--- config.mk ---
export PLATFORM = sky130hd
export DESIGN_NAME = placed_board_ctrl_flat
export DESIGN_NICKNAME = d
export VERILOG_FILES = /design/src/rtl/placed_pkg.sv /design/src/rtl/placed_board_ctrl_if.sv /design/src/rtl/placed_rr_arbiter.sv /design/src/rtl/placed_board_ctrl.sv /design/src/flat_wrapper.sv
export SDC_FILE = /design/constraint.sdc
export NUM_CORES = 1
export LEC_CHECK = 0
export CORE_MARGIN = 2
export CORE_UTILIZATION = 29
export DETAILED_ROUTE_END_ITERATION = 10
export PLACE_DENSITY = 0.78
export SYNTH_ARGS = -nofsm -noshare
export SYNTH_HDL_FRONTEND = slang
export SYNTH_HIERARCHICAL = 1
export SYNTH_SLANG_ARGS = --single-unit
--- constraint.sdc ---
create_clock -name clk -period 1.9 [get_ports clk]
set_clock_uncertainty 0.15 [all_clocks]
set_input_delay 0.38 -clock clk [delete_from_list [all_inputs] [get_ports clk]]
set_output_delay 0.38 -clock clk [all_outputs]
set_load 0.005 [all_outputs]
--- src/rtl/placed_pkg.sv ---
`default_nettype none
// ============================================================================
//  Module   : placed_pkg
//  Purpose  : Shared types and constants for the placed-card board controller.
//             Controller state enum and requester port indices.
//  Revision : 1.0  initial release
// ============================================================================
package placed_pkg;

  typedef enum logic [0:0] {
    CLEAR = 1'b0,
    SERVE = 1'b1
  } state_t;

  // Bit positions of each requester inside the arbiter req/grant vectors
  localparam int GAME = 0;
  localparam int DISP = 1;

endpackage
`default_nettype wire

--- src/rtl/placed_board_ctrl_if.sv ---
`default_nettype none
// ============================================================================
//  Module   : placed_board_ctrl_if
//  Purpose  : Bundles the game-logic port, display-scan port and board-RAM
//             port of the placed-card board controller.
//  Modports : slave  - the controller (receives requests, drives RAM)
//             master - surroundings (game FSM, display driver, RAM model)
//  Revision : 1.0  initial release
// ============================================================================
interface placed_board_ctrl_if #(
  parameter int SIZE  = 4,
  parameter int DEPTH = 16
);
  localparam int AW = $clog2(DEPTH);

  // game-logic port
  logic            game_req;
  logic            game_we;
  logic [AW-1:0]   game_addr;
  logic [SIZE-1:0] game_wdata;
  logic            game_ack;
  logic [SIZE-1:0] game_rdata;
  logic            game_rvalid;
  // display-scan port (read-only)
  logic            disp_req;
  logic [AW-1:0]   disp_addr;
  logic            disp_ack;
  logic [SIZE-1:0] disp_rdata;
  logic            disp_rvalid;
  // board RAM port
  logic [AW-1:0]   ram_addr;
  logic [SIZE-1:0] ram_wdata;
  logic            ram_we;
  logic [SIZE-1:0] ram_rdata;

  modport slave (
    input  game_req, game_we, game_addr, game_wdata,
    output game_ack, game_rdata, game_rvalid,
    input  disp_req, disp_addr,
    output disp_ack, disp_rdata, disp_rvalid,
    output ram_addr, ram_wdata, ram_we,
    input  ram_rdata
  );

  modport master (
    output game_req, game_we, game_addr, game_wdata,
    input  game_ack, game_rdata, game_rvalid,
    output disp_req, disp_addr,
    input  disp_ack, disp_rdata, disp_rvalid,
    input  ram_addr, ram_wdata, ram_we,
    output ram_rdata
  );

endinterface
`default_nettype wire

--- src/rtl/placed_rr_arbiter.sv ---
`default_nettype none
// ============================================================================
//  Module   : placed_rr_arbiter
//  Purpose  : Two-way grant between the game and display requesters.
//             PLACED_RR_ARB_EN defined : round-robin on contention, the port
//               not granted last wins; pointer resets to "display last" so
//               the first contention goes to game.
//             PLACED_RR_ARB_EN undefined: fixed priority, game over display.
//  Ports    : clk, rst  clock / sync active-high reset (round-robin only)
//             i_en      grants allowed this cycle
//             i_req     request vector, indexed by GAME / DISP
//             o_grant   one-hot (or zero) grant vector, combinational
//  Revision : 1.0  initial release
// ============================================================================
module placed_rr_arbiter import placed_pkg::*; (
`ifdef PLACED_RR_ARB_EN
  input  logic       clk,
  input  logic       rst,
`endif
  input  logic       i_en,
  input  logic [1:0] i_req,
  output logic [1:0] o_grant
);

`ifdef PLACED_RR_ARB_EN
  // 1 = display was granted most recently
  logic r_last_disp;

  always_comb begin
    o_grant = 2'b00;
    if (i_en) begin
      if (i_req[GAME] && i_req[DISP]) begin
        o_grant[GAME] = r_last_disp;
        o_grant[DISP] = !r_last_disp;
      end else begin
        o_grant = i_req;
      end
    end
  end

  always_ff @(posedge clk) begin
    if (rst) begin
      r_last_disp <= 1'b1;
    end else if (o_grant[GAME]) begin
      r_last_disp <= 1'b0;
    end else if (o_grant[DISP]) begin
      r_last_disp <= 1'b1;
    end
  end
`else
  always_comb begin
    o_grant       = 2'b00;
    o_grant[GAME] = i_en && i_req[GAME];
    o_grant[DISP] = i_en && i_req[DISP] && !i_req[GAME];
  end
`endif

endmodule
`default_nettype wire

--- src/rtl/placed_board_ctrl.sv ---
`default_nettype none
// ============================================================================
//  Module   : placed_board_ctrl
//  Purpose  : Owns the single-port placed-card board RAM. Shares it between
//             the game-logic port (read/write) and the display-scan port
//             (read-only), and sweeps every cell to CLEAR_VALUE after reset
//             or on i_clear_req.
//  Ports    : clk           system clock
//             rst           synchronous active-high reset
//             i_clear_req   pulse: start full-board clear
//             o_clear_busy  high while the clear sequencer owns the RAM
//             bus           placed_board_ctrl_if.slave (game/disp/RAM)
//  Config   : PLACED_RR_ARB_EN selects round-robin arbitration (else fixed
//             priority game > display).
//  Revision : 1.0  initial release
// ============================================================================
module placed_board_ctrl import placed_pkg::*; #(
  parameter int SIZE        = 4,
  parameter int DEPTH       = 16,
  parameter int CLEAR_VALUE = 0
) (
  input  logic                clk,
  input  logic                rst,
  input  logic                i_clear_req,
  output logic                o_clear_busy,
  placed_board_ctrl_if.slave  bus
);

  localparam int              AW          = $clog2(DEPTH);
  localparam logic [AW-1:0]   C_LAST_ADDR = AW'(DEPTH - 1);
  localparam logic [SIZE-1:0] C_CLEAR_VAL = SIZE'(CLEAR_VALUE);

  state_t          r_state;
  state_t          w_state_nxt;
  logic [AW-1:0]   r_count;
  logic            r_game_rvalid;
  logic            r_disp_rvalid;
  logic            w_arb_en;
  logic [1:0]      w_req;
  logic [1:0]      w_grant;
  logic [AW-1:0]   w_ram_addr;
  logic [SIZE-1:0] w_ram_wdata;
  logic            w_ram_we;

  // A clear request in SERVE suppresses grants that same cycle so the sweep
  // starts from a quiet RAM; reset also blocks every grant.
  assign w_arb_en = (r_state == SERVE) && !i_clear_req && !rst;

  always_comb begin
    w_req       = 2'b00;
    w_req[GAME] = bus.game_req;
    w_req[DISP] = bus.disp_req;
  end

  placed_rr_arbiter u_arb (
`ifdef PLACED_RR_ARB_EN
    .clk     (clk),
    .rst     (rst),
`endif
    .i_en    (w_arb_en),
    .i_req   (w_req),
    .o_grant (w_grant)
  );

  // -------------------------------------------------------------------------
  // State register, sweep counter and read-valid pulses
  // -------------------------------------------------------------------------
  always_ff @(posedge clk) begin
    if (rst) begin
      r_state       <= CLEAR;
      r_count       <= '0;
      r_game_rvalid <= 1'b0;
      r_disp_rvalid <= 1'b0;
    end else begin
      r_state <= w_state_nxt;
      if (r_state == CLEAR && r_count != C_LAST_ADDR) begin
        r_count <= r_count + 1'b1;
      end else begin
        r_count <= '0;
      end
      r_game_rvalid <= w_grant[GAME] && !bus.game_we;
      r_disp_rvalid <= w_grant[DISP];
    end
  end

  always_comb begin
    w_state_nxt = r_state;
    case (r_state)
      CLEAR:   if (r_count == C_LAST_ADDR) w_state_nxt = SERVE;
      SERVE:   if (i_clear_req)            w_state_nxt = CLEAR;
      default: w_state_nxt = CLEAR;
    endcase
  end

  // -------------------------------------------------------------------------
  // RAM port mux: sweep, granted requester, or idle (addr 0, no write)
  // -------------------------------------------------------------------------
  always_comb begin
    w_ram_addr  = '0;
    w_ram_wdata = '0;
    w_ram_we    = 1'b0;
    if (!rst) begin
      if (r_state == CLEAR) begin
        w_ram_addr  = r_count;
        w_ram_wdata = C_CLEAR_VAL;
        w_ram_we    = 1'b1;
      end else if (w_grant[GAME]) begin
        w_ram_addr  = bus.game_addr;
        w_ram_wdata = bus.game_wdata;
        w_ram_we    = bus.game_we;
      end else if (w_grant[DISP]) begin
        w_ram_addr  = bus.disp_addr;
      end
    end
  end

  assign bus.ram_addr    = w_ram_addr;
  assign bus.ram_wdata   = w_ram_wdata;
  assign bus.ram_we      = w_ram_we;

  assign bus.game_ack    = w_grant[GAME];
  assign bus.disp_ack    = w_grant[DISP];
  assign bus.game_rvalid = r_game_rvalid;
  assign bus.disp_rvalid = r_disp_rvalid;
  // RAM read data is registered already; both ports see it directly
  assign bus.game_rdata  = bus.ram_rdata;
  assign bus.disp_rdata  = bus.ram_rdata;

  assign o_clear_busy    = (r_state == CLEAR);

endmodule
`default_nettype wire

--- src/flat_wrapper.sv ---
// flat-port wrapper written by rule: the top's interface ports become plain ports
module placed_board_ctrl_flat import placed_pkg::*;
#(
  parameter int SIZE        = 4,
  parameter int DEPTH       = 16,
  parameter int CLEAR_VALUE = 0
)
  (clk, rst, i_clear_req, o_clear_busy, bus_game_req, bus_game_we, bus_game_addr, bus_game_wdata, bus_game_ack, bus_game_rdata, bus_game_rvalid, bus_disp_req, bus_disp_addr, bus_disp_ack, bus_disp_rdata, bus_disp_rvalid, bus_ram_addr, bus_ram_wdata, bus_ram_we, bus_ram_rdata);
  placed_board_ctrl_if #(.SIZE(SIZE), .DEPTH(DEPTH)) bus_i ();
  input  logic clk;
  input  logic rst;
  input  logic i_clear_req;
  output logic o_clear_busy;
  input wire logic [$bits(bus_i.game_req)-1:0] bus_game_req;
  input wire logic [$bits(bus_i.game_we)-1:0] bus_game_we;
  input wire logic [$bits(bus_i.game_addr)-1:0] bus_game_addr;
  input wire logic [$bits(bus_i.game_wdata)-1:0] bus_game_wdata;
  output wire logic [$bits(bus_i.game_ack)-1:0] bus_game_ack;
  output wire logic [$bits(bus_i.game_rdata)-1:0] bus_game_rdata;
  output wire logic [$bits(bus_i.game_rvalid)-1:0] bus_game_rvalid;
  input wire logic [$bits(bus_i.disp_req)-1:0] bus_disp_req;
  input wire logic [$bits(bus_i.disp_addr)-1:0] bus_disp_addr;
  output wire logic [$bits(bus_i.disp_ack)-1:0] bus_disp_ack;
  output wire logic [$bits(bus_i.disp_rdata)-1:0] bus_disp_rdata;
  output wire logic [$bits(bus_i.disp_rvalid)-1:0] bus_disp_rvalid;
  output wire logic [$bits(bus_i.ram_addr)-1:0] bus_ram_addr;
  output wire logic [$bits(bus_i.ram_wdata)-1:0] bus_ram_wdata;
  output wire logic [$bits(bus_i.ram_we)-1:0] bus_ram_we;
  input wire logic [$bits(bus_i.ram_rdata)-1:0] bus_ram_rdata;
  assign bus_i.game_req = bus_game_req;
  assign bus_i.game_we = bus_game_we;
  assign bus_i.game_addr = bus_game_addr;
  assign bus_i.game_wdata = bus_game_wdata;
  assign bus_game_ack = bus_i.game_ack;
  assign bus_game_rdata = bus_i.game_rdata;
  assign bus_game_rvalid = bus_i.game_rvalid;
  assign bus_i.disp_req = bus_disp_req;
  assign bus_i.disp_addr = bus_disp_addr;
  assign bus_disp_ack = bus_i.disp_ack;
  assign bus_disp_rdata = bus_i.disp_rdata;
  assign bus_disp_rvalid = bus_i.disp_rvalid;
  assign bus_ram_addr = bus_i.ram_addr;
  assign bus_ram_wdata = bus_i.ram_wdata;
  assign bus_ram_we = bus_i.ram_we;
  assign bus_i.ram_rdata = bus_ram_rdata;
  placed_board_ctrl #(.SIZE(SIZE), .DEPTH(DEPTH), .CLEAR_VALUE(CLEAR_VALUE)) u_core (.clk(clk), .rst(rst), .i_clear_req(i_clear_req), .o_clear_busy(o_clear_busy), .bus(bus_i));
endmodule
After elaboration in Yosys (flattened, before gate mapping) --
Cells that the tools add are included.
Storage, ports and cells: input port bits 22, word-level logic and storage cells 34, register bits 7, output and inout bits 22
Cells by class: reductions and logical operators 12, add/subtract/negate cells 1, mux-type cells 13, equal/unequal tests 2, bitwise operators 2
Operators with widths (number):
- $mux 4 | 7
- $logic_and 1x1->1 | 7
- $mux 1 | 5
- $add 4x1->4 const B | 1
- $eq 4x4->1 const B | 1
- $logic_not 1->1 | 4
- $ne 4x4->1 const B | 1
- $not 1->1 | 2
- $pmux 1 s2 | 1
- $reduce_or 2->1 | 1

Longest topological paths before layout --
Gate-level depths: netlist of run 1.
word-level depth 9, depth in mapped cells 6, mapped depth without buffers 6

Hierarchy --
Netlist of run 1, hierarchy kept.
By module, submodules not included:
- placed_board_ctrl | seq. area each 140.1 um2, cells an instance 53, instances 1, area an instance 441.7 um2
- placed_rr_arbiter | seq. area each 0.0 um2, cells an instance 2, instances 1, area an instance 16.3 um2

Least setup slack after synthesis of run 1 --
No wires, ideal clock.
path kind input to output, start in rst, end out bus_ram_addr[0], setup slack -0.099 ns, data required time 1.370 ns, stages on the path 6, path buffers 1, arrival time 1.469 ns, cell sequence buf_4 -> nor3_2 -> and3b_1 -> nor2b_2 -> a22oi_1 -> a211oi_1
Between the ends: longest elaborated chain between the ends 8, elaborated cells on any way between the ends 9, classes of those cells 4 x mux; 5 x reduce/logical
RTL lines:
- start, declared | line flat_wrapper.sv:11 | input logic rst;
- $logic_not 1->1 | line placed_board_ctrl.sv:47 | assign w_arb_en = (r_state == SERVE) && !i_clear_req && !rst;
- $logic_and 1x1->1 | line placed_board_ctrl.sv:47
- via u_core.w_arb_en | line placed_board_ctrl.sv:38 | logic w_arb_en;
- $logic_and 1x1->1 (2 in series) | line placed_rr_arbiter.sv:54 | o_grant[DISP] = i_en && i_req[DISP] && !i_req[GAME];
- via bus_disp_ack | line flat_wrapper.sv:23 | output wire logic [$bits(bus_i.disp_ack)-1:0] bus_disp_ack;
- $mux 4 | line placed_board_ctrl.sv:111 | end else if (w_grant[DISP]) begin
- $mux 4 | line placed_board_ctrl.sv:107 | end else if (w_grant[GAME]) begin
- $mux 4 | line placed_board_ctrl.sv:103 | if (r_state == CLEAR) begin
- $mux 4 | line placed_board_ctrl.sv:102 | if (!rst) begin
- end, declared | line flat_wrapper.sv:26 | output wire logic [$bits(bus_i.ram_addr)-1:0] bus_ram_addr;
The timed path passes the listed nets, and every way through them passes these cells.

Final worst setup path of run 1 --
start reg u_core.r_state, end out bus_ram_addr[1]
Between the ends: longest elaborated chain between the ends 8, elaborated cells on any way between the ends 9, classes of those cells 4 x mux; 5 x reduce/logical
RTL lines:
- start, declared | line placed_board_ctrl.sv:33 | state_t r_state;
- start signal, assigned | line placed_board_ctrl.sv:75 | r_state <= w_state_nxt;
- $logic_and 1x1->1 (*) (2 in series) | line placed_board_ctrl.sv:47
- via u_core.w_arb_en | line placed_board_ctrl.sv:38
- $logic_and 1x1->1 (2 in series) | line placed_rr_arbiter.sv:54
- $mux 4 | line placed_board_ctrl.sv:111
- $mux 4 (*) | line placed_board_ctrl.sv:107
- $mux 4 (*) | line placed_board_ctrl.sv:103
- $mux 4 (*) | line placed_board_ctrl.sv:102
The timed path passes the listed nets; every way through them passes the cells marked *.

==> flow_summary.json, run 1 <==
{
  "syn_nets": 78,
  "first_global_vias": 514,
  "cts_buffers": 3,
  "synth.mux.area_fraction_pct": 0,
  "gp_congestion": 0.7120,
  "wl_um": 1380,
  "r2r_end": "u_core/bus.game_rvalid",
  "reg2reg_setup_slack_ns": 0.53,
  "grt_util_met2_pct": 26.76,
  "tightest_slew_ns": 0.1923,
  "hp-class": "flip-flop to flip-flop",
  "critPathLaunch": "u_core/r_state",
  "ff_latch_area_um2": 141.4,
  "fin_cells": 114,
  "synth_xor_area_share_pct": 3.825,
  "netlist_area_um2": 457.9,
  "firstDrtPassIters": 3,
  "synth_compound_area_share_pct": 16.39,
  "synthAdderAreaFrac_pct": 2.732,
  "antenna_cells": 0,
  "ys_ff_latch": 7,
  "busiest_layer": "met2",
  "ys_seq_area_share_pct": 30.60,
  "grtUsageMet3_pct": 8.333,
  "fillers": 119,
  "syn_to_final_growth_pct": 97.81,
  "antenna_found_initial": 0,
  "port_buffers": 31,
  "io_pins": 44,
  "design.die.area_mm2": 0.001913,
  "final_antenna_net_count": 0,
  "ys_warn_count": 6,
  "htreeDepth": 1,
  "crit_cells": 8,
  "path_cells": "inv_2 > nor3_4 > and3b_1 > nor2b_4 > buf_6 > a22oi_2 > a211oi_2 > buf_2",
  "dpl_cell_area_um2": 792.0,
  "fp.dieW_um": 43.74,
  "setup_slack_ns": -0.2901,
  "nets": 122,
  "insertion_delay_ns": 0.25,
  "mostFrequentLayoutCell": "clkdlybuf4s50_1",
  "synth-simple-area-share_pct": 29.78,
  "slew_violations": 0,
  "hold_violations": 0,
  "worst-path-buf-inv": 3,
  "vias_per_cell": 4.772,
  "final_area_um2": 905.9,
  "hold_buffers": 0,
  "start_kind": "flip-flop",
  "violations": "negative setup slack",
  "num_vias": 544,
  "drive_gt1_share_pct": 51.02,
  "clk_pin_slew_worst_paths_ns": 0.05,
  "p_leak_nw": 0.4224,
  "dp_hpwl_um": 980.3,
  "syn_area_per_cell_um2": 8.326,
  "synth_top_family_by_area": "simple AND/OR/NAND/NOR gates",
  "initial_core_util_pct": 30.76,
  "drc": 0,
  "critical_path_required_ns": 1.37,
  "syn_inst": 55,
  "cts_tree": "built",
  "die_h_um": 43.74,
  "final_cell_mix": "15 x clkdlybuf4s50_1, 14 x buf_4, 9 x buf_2",
  "clk_path_buf_depth": 2,
  "ys_types": 22,
  "grt_first_pass_wirelength_um": 2214,
  "run_status": "finished with violations",
  "maxCapViolCount": 0,
  "place_inst": 98,
  "critPathTopFamily": "simple AND/OR/NAND/NOR gates",
  "cp_data_arrival_time_ns": 1.66,
  "cpPeakStageDelay_ns": 0.33,
  "gr-total-overflow": 0,
  "rows": 14,
  "setup_viol": 8,
  "ir_drop_uv": 367.6,
  "r2r_cells": 7,
  "grt_max_degree": 16,
  "wl_per_cell_um": 12.11,
  "crit_end": "bus_ram_addr[1]",
  "grt_use_met1_pct": 17.90,
  "fmax_ghz": 0.4566,
  "cpMaxStageDelayCell": "dfxtp_2",
  "finalCriticalPeriod_ns": 2.190,
  "multi_input_area_um2": 305.3,
  "cts_num_sinks": 7,
  "fin_util_pct": 60.84,
  "path_class": "flip-flop to output pin",
  "rsz0062_at_grt": "true",
  "critical_path.max_fanout": 4,
  "max_slew_margin_pct": 87.16,
  "endpoint_kind": "output pin",
  "core_area_mm2": 0.001489,
  "drtIter0Drc": 7,
  "rr_startpoint": "u_core/r_state",
  "cts_root_buffer": "clkbuf_4",
  "grt_use_total_pct": 15.97,
  "min_period_over_period_pct": 115.3,
  "power_per_cell_area_mw_per_mm2": 395.3
}
[how the worst min path moves through the flow]
stage,start,cells after the start,endpoint
after floorplan,u_core/r_count[0],1,u_core/r_count[0]
after global placement,u_core/r_count[0],1,u_core/r_count[0]
after detailed placement,u_core/r_count[0],1,u_core/r_count[0]
after CTS,u_core/r_count[0],1,u_core/r_count[0]
after global routing,u_core/r_count[0],1,u_core/r_count[0]
final,u_core/r_count[0],1,u_core/r_count[0]
[metrics by stage]
stage | setup TNS, ns | setup slack, ns | hold WS (ns) | power, mW
after global placement | -8.070 | -0.8391 | 0.3037 | 0.2290
after CTS | -1.982 | -0.3429 | 0.3242 | 0.3643
final | -1.668 | -0.2901 | 0.3239 | 0.3581
after detailed placement | -8.438 | -0.8747 | 0.3121 | 0.2302
after global routing | -2.481 | -0.4325 | 0.3427 | 0.3792
after floorplan | 0 | 0.03979 | 0.2799 | 0.1948
[Yosys cell counts]
cell type  instances  area share [%]
a22oi_1            4             6.6
inv_1              1            0.82
and3b_1            1             1.9
and3_1             5             6.8
buf_4              9              15
ha_1               1             2.7
nor3_2             1             2.2
buf_2              1             1.1
a21oi_1            1             1.1
nor3_1             1             1.1
a211oi_1           4             6.6
dfxtp_1            7              31
xnor2_1            1             1.9
nor2b_2            1             1.9
and2b_2            1             1.9
nor2b_1            2             2.7
nor2_1             7             5.7
and2_2             1             1.6
nand2_1            2             1.6
xor2_1             1             1.9
a41o_1             1             2.2
nand3_1            2             2.2
[what timing repair did]
action / 4_1_cts / 5_1_grt
setup buffers: 10 / 2
pin swaps: 7 / 4
gates resized for setup: 59 / 6
setup endpoints to repair: 11 / 11
[worst register-to-register path: stages, from the launching register on]
cell and delay, ns:
dfxtp_2 0.33, inv_2 0.05, nor3_4 0.13, and2_4 0.20, buf_6 0.10, and2b_2 0.15
buf_6 0.10, nor2b_1 0.12
[sequential cells by signal, summed over array words and instances (netlist names)]
name,cells
u_core/r_count,4
u_core/bus.disp_rvalid,1
u_core/bus.game_rvalid,1
u_core/r_state,1
[report_power, final]
part / switching [mW] / internal [mW]
registers: 0.00581 / 0.153
logic: 0.0225 / 0.0409
clock network: 0.0561 / 0.0802
total: 0.0844 / 0.274
[layout make-up]
class                           instances  area share (%)
Sequential cell                         7           15.61
Timing Repair Buffer                   49           45.17
Clock buffer                            4           2.901
Tap cell                               16           2.210
Inverter                                1          0.4144
Multi-Input combinational cell         37           33.70
[logic make-up after synthesis]
logic type	after synthesis
compound gates	10
flops	7
buf+inv	11
xor+xnor	2
simple gates	24
fa+ha+maj	1
[layer usage]
metal  vias up  share of wire, %
met5         -                 0
met4         0                 0
met3         0               6.2
met2        15                51
met1       257                43
li1        272                 -
Power figures use the tool's default switching activity.
==> inputs of run 2 (changes only) <==
--- a/config.mk
+++ b/config.mk
@@ -5,10 +5,12 @@
 export SDC_FILE = /design/constraint.sdc
 export NUM_CORES = 1
 export LEC_CHECK = 0
+export ABC_AREA = 1
 export CORE_MARGIN = 2
 export CORE_UTILIZATION = 29
 export DETAILED_ROUTE_END_ITERATION = 10
-export PLACE_DENSITY = 0.78
+export PLACE_DENSITY = 0.77
+export SETUP_SLACK_MARGIN = 0.3
 export SYNTH_ARGS = -nofsm -noshare
 export SYNTH_HDL_FRONTEND = slang
 export SYNTH_HIERARCHICAL = 1
==> run 2 against run 1 <==
Net effect:
- the run still ends with negative setup slack left
- via count up 16%
- sequential power barely moved
- worst hold slack got worse by 0.12 ns
==> flow_summary.json, run 2 <==
{
  "syn_inst": 70,
  "rows": 14,
  "tns_ns": -0.4532,
  "p_leak_nw": 0.4748,
  "final_antenna_net_count": 0,
  "cts_root_buffer": "clkbuf_4",
  "tightest_slew_ns": 0.3233,
  "path_cells": "nand2_4 > nor2_4 > nand2_2 > nor2_4 > buf_6 > buf_6 > nand3_4 > a21oi_2 > buf_2",
  "critical_path.max_fanout": 3,
  "multi_input_area_um2": 331.6,
  "mostFrequentLayoutCell": "clkdlybuf4s50_1",
  "cpPeakStageDelay_ns": 0.35,
  "ff_latch_area_um2": 143.9,
  "path_class": "flip-flop to output pin",
  "rsz0062_at_grt": "true",
  "wl_um": 1834,
  "ys_types": 19,
  "grtUsageMet3_pct": 5.600,
  "hold_depth": 2,
  "power_uw": 376.0,
  "port_buffers": 31,
  "cts_buffers": 3,
  "hold_path_end": "u_core/bus.disp_rvalid",
  "r2r_cells": 8,
  "setup_slack_ns": -0.1405,
  "hold_violations": 0,
  "clk_path_buf_depth": 2,
  "gp_congestion": 0.7857,
  "min_period_over_period_pct": 107.4,
  "vias_per_cell": 4.891,
  "busiest_layer": "met2",
  "grt_first_pass_wirelength_um": 2773,
  "run_status": "finished with violations",
  "worst-path-buf-inv": 3,
  "endpoint_kind": "output pin",
  "ys_seq_area_share_pct": 29.09,
  "dp_slack_ns": -0.8805,
  "first_global_vias": 620,
  "fmax_ghz": 0.4901,
  "htreeDepth": 1,
  "setup_viol": 6,
  "drive_gt1_share_pct": 51.33,
  "yosys_most_used_dff": "dfxtp_1",
  "r2r_end": "u_core/bus.game_rvalid",
  "grt_util_met2_pct": 35.94,
  "maxCapViolCount": 0,
  "grt_use_total_pct": 20.05,
  "critPathTopFamily": "simple AND/OR/NAND/NOR gates",
  "ys_warn_count": 6,
  "worstHoldStart": "rst",
  "final_cell_mix": "13 x clkdlybuf4s50_1, 10 x buf_4, 10 x buf_6",
  "power_per_cell_area_mw_per_mm2": 372.4,
  "nets": 137,
  "synth_top_area_cell": "dfxtp_1",
  "firstDrtPassIters": 4,
  "insertion_delay_ns": 0.26,
  "drtIter0Drc": 18,
  "wl_per_cell_um": 14.22,
  "cts_tree": "built",
  "num_vias": 631,
  "critical_path_required_ns": 1.37,
  "finalCriticalPeriod_ns": 2.041,
  "synthArstFlopShare_pct": 0,
  "dp_hpwl_um": 1134,
  "netlist_top_cells_area": "dfxtp_1 29%, buf_4 12%, a21oi_1 8.3%, nand2_1 7.8%, nor2_1 7.8%",
  "ys_top_cells_by_count": "10 x nand2_1, 10 x nor2_1, 8 x a21oi_1, 8 x buf_4",
  "grt_use_met1_pct": 20.15,
  "die_h_um": 44.76,
  "initial_core_util_pct": 31.61,
  "fillers": 128,
  "ir_drop_uv": 401.7,
  "hp-class": "input port to flip-flop",
  "cpMaxStageDelayCell": "dfxtp_4",
  "core_area_mm2": 0.001524,
  "reg2reg_setup_slack_ns": 0.58,
  "largest_register_ff_count": 4,
  "syn_nets": 93,
  "design.die.area_mm2": 0.002003,
  "grt_max_degree": 9,
  "rr_startpoint": "u_core/r_state",
  "antenna_found_initial": 0,
  "synth.top_cell.area_share_pct": 29.09,
  "ys_ff_latch": 7,
  "netlist_area_um2": 481.7,
  "start_kind": "flip-flop",
  "drc": 0,
  "clk_pin_slew_worst_paths_ns": 0.06,
  "syn_to_final_growth_pct": 109.6,
  "violations": "negative setup slack",
  "top_register": "u_core/r_count",
  "cts_num_sinks": 7,
  "cp_data_arrival_time_ns": 1.51,
  "io_pins": 44,
  "fp.dieW_um": 44.76,
  "synth-edff-count": 0,
  "max_slew_margin_pct": 78.22,
  "gr-total-overflow": 0,
  "slew_violations": 0,
  "syn_area_per_cell_um2": 6.882,
  "antenna_cells": 0
}
==> run 2: cell families after synthesis <==
logic type	count (synthesis)	synth area share, %
flip-flops	7	29.09
AO/OA/AOI/OAI	13	13.77
adder cells (fa/ha/maj)	1	2.597
XOR/XNOR	1	1.819
AND/OR/NAND/NOR	32	31.43
buffers and inverters	16	21.30
==> run 2: area by class of cell <==
class,count,share of cell area (%)
Inverter,7,5.328
Tap cell,16,1.983
Timing Repair Buffer,48,43.00
Multi-Input combinational cell,47,32.84
Sequential cell,7,14.25
Clock buffer,4,2.602
==> run 2: worst max path at each step <==
| stage | to | startpoint | slack (ns) | cells past startpoint |
|---|---|---|---|---|
| 2_1_floorplan | bus_ram_addr[0] | u_core/r_state | 0.28 | 7 |
| 3_3_place_gp | bus_ram_addr[2] | rst | -0.85 | 9 |
| 3_5_place_dp | bus_ram_addr[2] | rst | -0.88 | 9 |
| 4_1_cts | bus_ram_addr[1] | u_core/r_state | -0.06 | 9 |
| 5_1_grt | bus_ram_addr[1] | u_core/r_state | -0.21 | 9 |
| 6_report | bus_ram_addr[1] | u_core/r_state | -0.14 | 9 |
==> run 2: repair_timing <==
| action | CTS | global route |
|---|---|---|
| endpoints found under the setup margin | 14 | 14 |
| pin swaps | 8 | 5 |
| buffers inserted | 10 | 2 |
| resized for setup | 60 | 23 |
| hold buffers | 0 | 0 |
==> run 2: report_power, final <==
| part | internal [mW] | switching [mW] |
|---|---|---|
| clock network | 0.0806 | 0.0623 |
| logic | 0.0468 | 0.0306 |
| registers | 0.151 | 0.00484 |
| total | 0.278 | 0.0977 |
==> run 2: per-layer routing <==
metal,vias up,wire [um]
met1,297,665
met4,0,33
met5,-,0
met3,4,164
li1,306,-
met2,24,970
==> run 2: through the flow <==
step                util, %  cell area [um^2]  cells  hold slack [ns]
finish                66.26              1010    129           0.2034
detailed placement    55.25             842.1    113           0.3203
floorplan                 -             545.5     70           0.2885
global route          66.26              1010    129           0.2052
global placement      55.25             842.1    113           0.3091
CTS                   63.14             962.2    127           0.2022
